$ cat src/rtl/phrase_sequencer.sv
// Phrase sequencer: steps through a range of phrase-table addresses, latching
// each phrase ID and counting step ticks within the phrase. A phrase ends on
// its final step tick, followed by a one-cycle FETCH of the next entry.
// When the last address finishes, playback either loops or parks in DONE.
module phrase_sequencer #(
  parameter int FIRST_ADDR       = 1,
  parameter int LAST_ADDR        = 152,
  parameter int STEPS_PER_PHRASE = 16
) (
  input  logic       clk,
  input  logic       rst_n,
  input  logic       start,
  input  logic       stop,
  input  logic       loop_en,
  input  logic       step_tick,
  input  logic [4:0] db_entry,
  output logic [7:0] db_addr,
  output logic [4:0] phrase_id,
  output logic [3:0] step_idx,
  output logic       phrase_valid,
  output logic       busy,
  output logic       song_done
);

  localparam logic [7:0] FIRST_A   = 8'(FIRST_ADDR);
  localparam logic [7:0] LAST_A    = 8'(LAST_ADDR);
  localparam logic [3:0] LAST_STEP = 4'(STEPS_PER_PHRASE - 1);

  typedef enum logic [1:0] {
    S_IDLE  = 2'd0,
    S_FETCH = 2'd1,
    S_PLAY  = 2'd2,
    S_DONE  = 2'd3
  } state_e;

  state_e     state_q, state_d;
  logic [7:0] db_addr_q, db_addr_d;
  logic [4:0] phrase_id_q, phrase_id_d;
  logic [3:0] step_idx_q, step_idx_d;
  logic       valid_q, valid_d;
  logic       busy_q, busy_d;
  logic       done_q, done_d;
  logic       pend_q, pend_d;
  logic       tick_eff_s;

  // A tick owed from the FETCH cycle counts as a tick on the next PLAY cycle.
  assign tick_eff_s = step_tick | pend_q;

  // State register and all registered outputs; reset is asynchronous.
  always_ff @(posedge clk or negedge rst_n) begin
    if (!rst_n) begin
      state_q     <= S_IDLE;
      db_addr_q   <= 8'd0;
      phrase_id_q <= 5'd0;
      step_idx_q  <= 4'd0;
      valid_q     <= 1'b0;
      busy_q      <= 1'b0;
      done_q      <= 1'b0;
      pend_q      <= 1'b0;
    end else begin
      state_q     <= state_d;
      db_addr_q   <= db_addr_d;
      phrase_id_q <= phrase_id_d;
      step_idx_q  <= step_idx_d;
      valid_q     <= valid_d;
      busy_q      <= busy_d;
      done_q      <= done_d;
      pend_q      <= pend_d;
    end
  end

  // Next-state and next-output logic; stop overrides every other request.
  always_comb begin
    state_d     = state_q;
    db_addr_d   = db_addr_q;
    phrase_id_d = phrase_id_q;
    step_idx_d  = step_idx_q;
    valid_d     = valid_q;
    pend_d      = pend_q;

    if (stop) begin
      state_d    = S_IDLE;
      valid_d    = 1'b0;
      step_idx_d = 4'd0;
      pend_d     = 1'b0;
    end else begin
      case (state_q)
        S_IDLE, S_DONE: begin
          if (start) begin
            state_d    = S_FETCH;
            db_addr_d  = FIRST_A;
            step_idx_d = 4'd0;
            valid_d    = 1'b0;
            pend_d     = 1'b0;
          end else begin
            state_d = state_q;
          end
        end
        S_FETCH: begin
          // db_entry already reflects db_addr_q; latch it and start playing.
          phrase_id_d = db_entry;
          step_idx_d  = 4'd0;
          valid_d     = 1'b1;
          pend_d      = pend_q | step_tick;
          state_d     = S_PLAY;
        end
        S_PLAY: begin
          // Two coincident ticks (owed + new) keep one owed for later.
          pend_d = step_tick & pend_q;
          if (tick_eff_s) begin
            if (step_idx_q == LAST_STEP) begin
              valid_d = 1'b0;
              if (db_addr_q < LAST_A) begin
                db_addr_d = db_addr_q + 8'd1;
                state_d   = S_FETCH;
              end else if (loop_en) begin
                db_addr_d = FIRST_A;
                state_d   = S_FETCH;
              end else begin
                state_d = S_DONE;
                pend_d  = 1'b0;
              end
            end else begin
              step_idx_d = step_idx_q + 4'd1;
            end
          end else begin
            step_idx_d = step_idx_q;
          end
        end
        default: begin
          state_d = S_IDLE;
          valid_d = 1'b0;
        end
      endcase
    end

    busy_d = (state_d == S_FETCH) || (state_d == S_PLAY);
    done_d = (state_d == S_DONE);
  end

  assign db_addr      = db_addr_q;
  assign phrase_id    = phrase_id_q;
  assign step_idx     = step_idx_q;
  assign phrase_valid = valid_q;
  assign busy         = busy_q;
  assign song_done    = done_q;

endmodule

$ cat config.mk
export PLATFORM = sky130hd
export DESIGN_NAME = phrase_sequencer
export DESIGN_NICKNAME = d
export VERILOG_FILES = /design/src/rtl/phrase_sequencer.sv
export SDC_FILE = /design/constraint.sdc
export NUM_CORES = 1
export LEC_CHECK = 0
export ABC_CLOCK_PERIOD_IN_PS = 2300
export CAP_MARGIN = 20
export CORE_ASPECT_RATIO = 2
export CORE_UTILIZATION = 48
export DETAILED_ROUTE_END_ITERATION = 8
export PLACE_DENSITY = 0.79
export SLEW_MARGIN = 20
export SYNTH_ARGS = -nofsm -noshare
export SYNTH_HDL_FRONTEND = slang
export SYNTH_SLANG_ARGS = --single-unit
$ cat constraint.sdc
create_clock -name clk -period 2.3 [get_ports clk]
set_input_delay 0.46 -clock clk [delete_from_list [all_inputs] [get_ports clk]]
set_output_delay 0.46 -clock clk [all_outputs]
set_load 0.02 [all_outputs]
==> run_results.csv <==
group,metric,value,unit
finish,finalNonFillerCells,178,
timing,report.final.hold_viol_count,0,
finish,seq_area,576,sq um
floorplan,dieHeight,74.1,um
placement,dpl.hpwl,2.18,mm
routing,drtPass1Iterations,4,
routing,detail_route.wl_per_cell,15.6,um
synth,syn-cell-area,1250,sq um
finish,finalNetCount,168,
worst_setup_path,timing.reg2reg.worst_path_depth,6,
worst_setup_path,critPathMaxFanout,4,
synth,yosysUniqueCellTypes,40,
worst_setup_path,critical-path-max-stage-delay,0.55,ns
clocking,cts.path.max_buffers,2,
global_routing,number_of_antenna_violations_at_the_first_check_in_global_routing,0,
clocking,post_cts_clock_slew_at_the_launch_and_capture_registers_of_the_worst_setup_and_hold_paths,0.08,ns
routing,vias,1054,
power_and_ir_drop,static-leakage-power,0.000704,uW
floorplan,core_region_area,2410,sq um
synth,synth_area_leaders,"sky130_fd_sc_hd__dfrtp_1, sky130_fd_sc_hd__ha_1, sky130_fd_sc_hd__mux2_2",
worst_setup_path,cell_with_the_largest_stage_delay_on_the_worst_path,"sky130_fd_sc_hd__clkdlybuf4s50_1",
worst_setup_path,critPathCapture,"busy",
worst_setup_path,r2r_slack,0.36,ns
timing,achievable-frequency,501,MHz
floorplan,floorplan_die_area,2820,sq um
placement,placement.cell_area,1590,sq um
timing,timing.final.max_slew_violations,0,
worst_setup_path,criticalPathCategory,"in -> reg",
synth,synth_top_area_cell,"sky130_fd_sc_hd__dfrtp_1",
worst_setup_path,series_of_cell_instances_along_the_critical_path,"clkdlybuf4s50_1, o2111ai_2, nor4_1, a21oi_1, o21ai_0, ha_1",
timing,rsz0062_at_grt,"false",
placement,placer_congestion,0.859,
run_status,run_status,"finished clean",
finish,post_route_cells_drive_above_1_share,18.5,%
floorplan,floorplan.initialDensity,51.8,%
synth,portion_of_synthesized_cell_area_occupied_by_the_leading_cell_type,46.1,%
worst_setup_path,end_of_the_worst_register_to_register_path,"db_addr[4]",
clocking,cts.repair.resized,0,
synth,synth_seq_cells,23,
finish,nFillCells,194,
clocking,cts_made_buffers,3,
worst_setup_path,worstReg2RegStart,"state_q[0]",
global_routing,grt_max_degree,24,
routing,detailedRoute.firstIterationViolations,27,
clocking,cell_chosen_for_the_clock_root,"sky130_fd_sc_hd__clkbuf_8",
placement,placed_cells,174,
worst_hold_path,hp-class,"reg -> reg",
finish,stdcell_area,1640,sq um
clocking,ctsHoldBuffers,0,
global_routing,grt_residual_overflow,0,
synth,postSynthAreaPerCell,10.8,sq um
timing,finalSetupTns,0,ns
clocking,post-cts-setup-buffers,0,
synth,ys_seq_area_share,46.1,%
power_and_ir_drop,max_ir_drop_vdd,456,uV
floorplan,die_width,38.0,um
timing,finalCritPeriodShare,86.8,%
routing,detail-route-antenna-nets,0,
synth,ys_warn_count,0,
timing,post_route_worst_setup_slack,0.303,ns
finish,antenna_cells,0,
clocking,worst_skew_pair.late_latency,0.27,ns
clocking,htree_levels,1,
global_routing,grt_first_pass_wirelength,4.61,mm
routing,vias_per_cell,5.92,
worst_setup_path,cp-startpoint,"step_tick",
finish,layout-area-overhead-vs-synth,31.4,%
clocking,cts_num_sinks,23,
timing,max-slew-margin-rel,58.0,%
floorplan,design.portCount,31,
timing,max_slew.worst_pin.slew,0.630,ns
routing,route.final.wire_length,2.78,mm
timing,fin_crit_period,2.00,ns
placement,pre_cts_slack,0.0298,ns
worst_setup_path,crit_end_element,"flip-flop",
power_and_ir_drop,cellPowerDensity,756,nW/um^2
timing,finalClockSkew,0.00659,ns
timing,finalSetupViolations,0,
floorplan,fp-row-count,25,
placement,port_buffers,30,
synth,synthCells,116,
synth,syn-num-nets,132,
worst_setup_path,crit_arrival,2.15,ns
global_routing,total_global_route_track_usage,22.7,%
worst_setup_path,start_kind,"input pin",
finish,multi_input_comb_area,638,sq um
routing,drcViolationCount,0,
worst_setup_path,worst_ep_required_time,2.45,ns
flow_run,cap_viol_max_count,0,
clocking,cts_tree,"built",
global_routing,grt_pass1_vias,1086,
worst max-delay path, delay by kind of cell:
family | cells | cell delay (ns)
adders and majority gates | 1 | 0.29
buffers and inverters | 1 | 0.55
AOI/OAI and AO/OA | 3 | 0.49
and+or+nand+nor | 1 | 0.35
synthesized netlist by cell type:
cell type                    n
sky130_fd_sc_hd__a211oi_2    1
sky130_fd_sc_hd__a21oi_1     4
sky130_fd_sc_hd__a221o_1     5
sky130_fd_sc_hd__a22o_2      1
sky130_fd_sc_hd__a2bb2oi_1   1
sky130_fd_sc_hd__a31oi_1     1
sky130_fd_sc_hd__and2_1      2
sky130_fd_sc_hd__and3_1      1
sky130_fd_sc_hd__and3_2      4
sky130_fd_sc_hd__and3b_1     1
sky130_fd_sc_hd__and3b_2     1
sky130_fd_sc_hd__buf_6       1
sky130_fd_sc_hd__clkbuf_1    2
sky130_fd_sc_hd__dfrtp_1    23
sky130_fd_sc_hd__ha_1        5
sky130_fd_sc_hd__inv_1       4
sky130_fd_sc_hd__mux2_2      5
sky130_fd_sc_hd__mux2i_1     2
sky130_fd_sc_hd__nand2_1     7
sky130_fd_sc_hd__nand2b_1    1
sky130_fd_sc_hd__nand3_1     6
sky130_fd_sc_hd__nand3b_1    1
sky130_fd_sc_hd__nand4_1     2
sky130_fd_sc_hd__nor2_1     12
sky130_fd_sc_hd__nor2b_1     3
sky130_fd_sc_hd__nor2b_2     1
sky130_fd_sc_hd__nor3_1      2
sky130_fd_sc_hd__nor3_4      1
sky130_fd_sc_hd__nor3b_2     1
sky130_fd_sc_hd__nor4_1      2
sky130_fd_sc_hd__nor4b_1     1
sky130_fd_sc_hd__o2111ai_2   1
sky130_fd_sc_hd__o211ai_1    1
sky130_fd_sc_hd__o21a_4      1
sky130_fd_sc_hd__o21ai_0     2
sky130_fd_sc_hd__o311ai_0    1
sky130_fd_sc_hd__o311ai_2    1
sky130_fd_sc_hd__or2_2       2
sky130_fd_sc_hd__or3_1       1
sky130_fd_sc_hd__xnor2_1     2
cell families (layout without fill, tap and decap cells):
logic type,after synthesis,after routing,synth area share (%)
and+or+nand+nor,52,52,24.2
AOI/OAI and AO/OA,20,20,14.4
adders and majority gates,5,5,5.02
buffers and inverters,7,42,2.71
xor gates and xnor gates,2,2,1.40
DFF,23,23,46.1
muxes,7,7,6.12
layout make-up:
class                           count  area share, %
Inverter                            4          0.916
Timing Repair Buffer               34           20.2
Clock buffer                        3           2.52
Sequential cell                    23           35.1
Multi-Input combinational cell     86           38.9
Tap cell                           27           2.06
Clock inverter                      1          0.305
per-layer routing:
| metal | track usage [%] | vias up | routed length (um) |
|---|---|---|---|
| met4 | 11.1 | 0 | 64 |
| met1 | 22.5 | 508 | 965 |
| met3 | 2.09 | 7 | 131 |
| met5 | 0 | - | 0 |
| met2 | 43.5 | 41 | 1620 |
| li1 | - | 498 | - |
cell usage in the layout, fill, tap and decap left out, types with 2 or more instances in the layout:
cell type | Yosys | layout
sky130_fd_sc_hd__or2_2 | 2 | 2
sky130_fd_sc_hd__clkbuf_8 | 0 | 3
sky130_fd_sc_hd__dfrtp_1 | 23 | 23
sky130_fd_sc_hd__ha_1 | 5 | 5
sky130_fd_sc_hd__nor2b_1 | 3 | 3
sky130_fd_sc_hd__nand2_1 | 7 | 7
sky130_fd_sc_hd__nor4_1 | 2 | 2
sky130_fd_sc_hd__o21ai_0 | 2 | 2
sky130_fd_sc_hd__nor3_1 | 2 | 2
sky130_fd_sc_hd__nor2_1 | 12 | 12
sky130_fd_sc_hd__and2_1 | 2 | 2
sky130_fd_sc_hd__inv_1 | 4 | 4
sky130_fd_sc_hd__clkdlybuf4s50_1 | 0 | 30
sky130_fd_sc_hd__xnor2_1 | 2 | 2
sky130_fd_sc_hd__nand4_1 | 2 | 2
sky130_fd_sc_hd__a21oi_1 | 4 | 4
sky130_fd_sc_hd__nand3_1 | 6 | 6
sky130_fd_sc_hd__and3_2 | 4 | 4
sky130_fd_sc_hd__buf_4 | 0 | 4
sky130_fd_sc_hd__mux2i_1 | 2 | 2
sky130_fd_sc_hd__a221o_1 | 5 | 5
sky130_fd_sc_hd__mux2_2 | 5 | 5
sequential cells by signal, summed over array words and instances (netlist names):
signal and flops:
db_addr 8, phrase_id 5, step_idx 4, state_q 2
busy 1, pend_q 1, phrase_valid 1, song_done 1
power breakdown:
group          total [uW]  leakage [uW]  internal [uW]  switching, uW
combinational         474      0.000375            231            243
clock                 255     0.0000255            121            133
sequential            511      0.000303            473           37.6
worst min path at each step:
stage | slack [ns] | end | startpoint | depth (start not counted)
floorplan | 0.16 | busy | rst_n | 0
global placement | 0.49 | phrase_id[4] | phrase_id[4] | 1
detailed placement | 0.51 | phrase_id[3] | phrase_id[3] | 1
CTS | 0.53 | phrase_id[3] | phrase_id[3] | 1
global route | 0.54 | phrase_id[3] | phrase_id[3] | 1
finish | 0.52 | phrase_id[1] | phrase_id[1] | 1
through the flow:
stage	hold WS, ns	power (uW)	util, %
floorplan	0.164	791	-
global placement	0.489	980	66.1
detailed placement	0.508	997	66.1
CTS	0.527	1250	68.1
global route	0.536	1310	68.1
finish	0.521	1240	68.1
No activity file was read; power rests on OpenSTA's default activity.
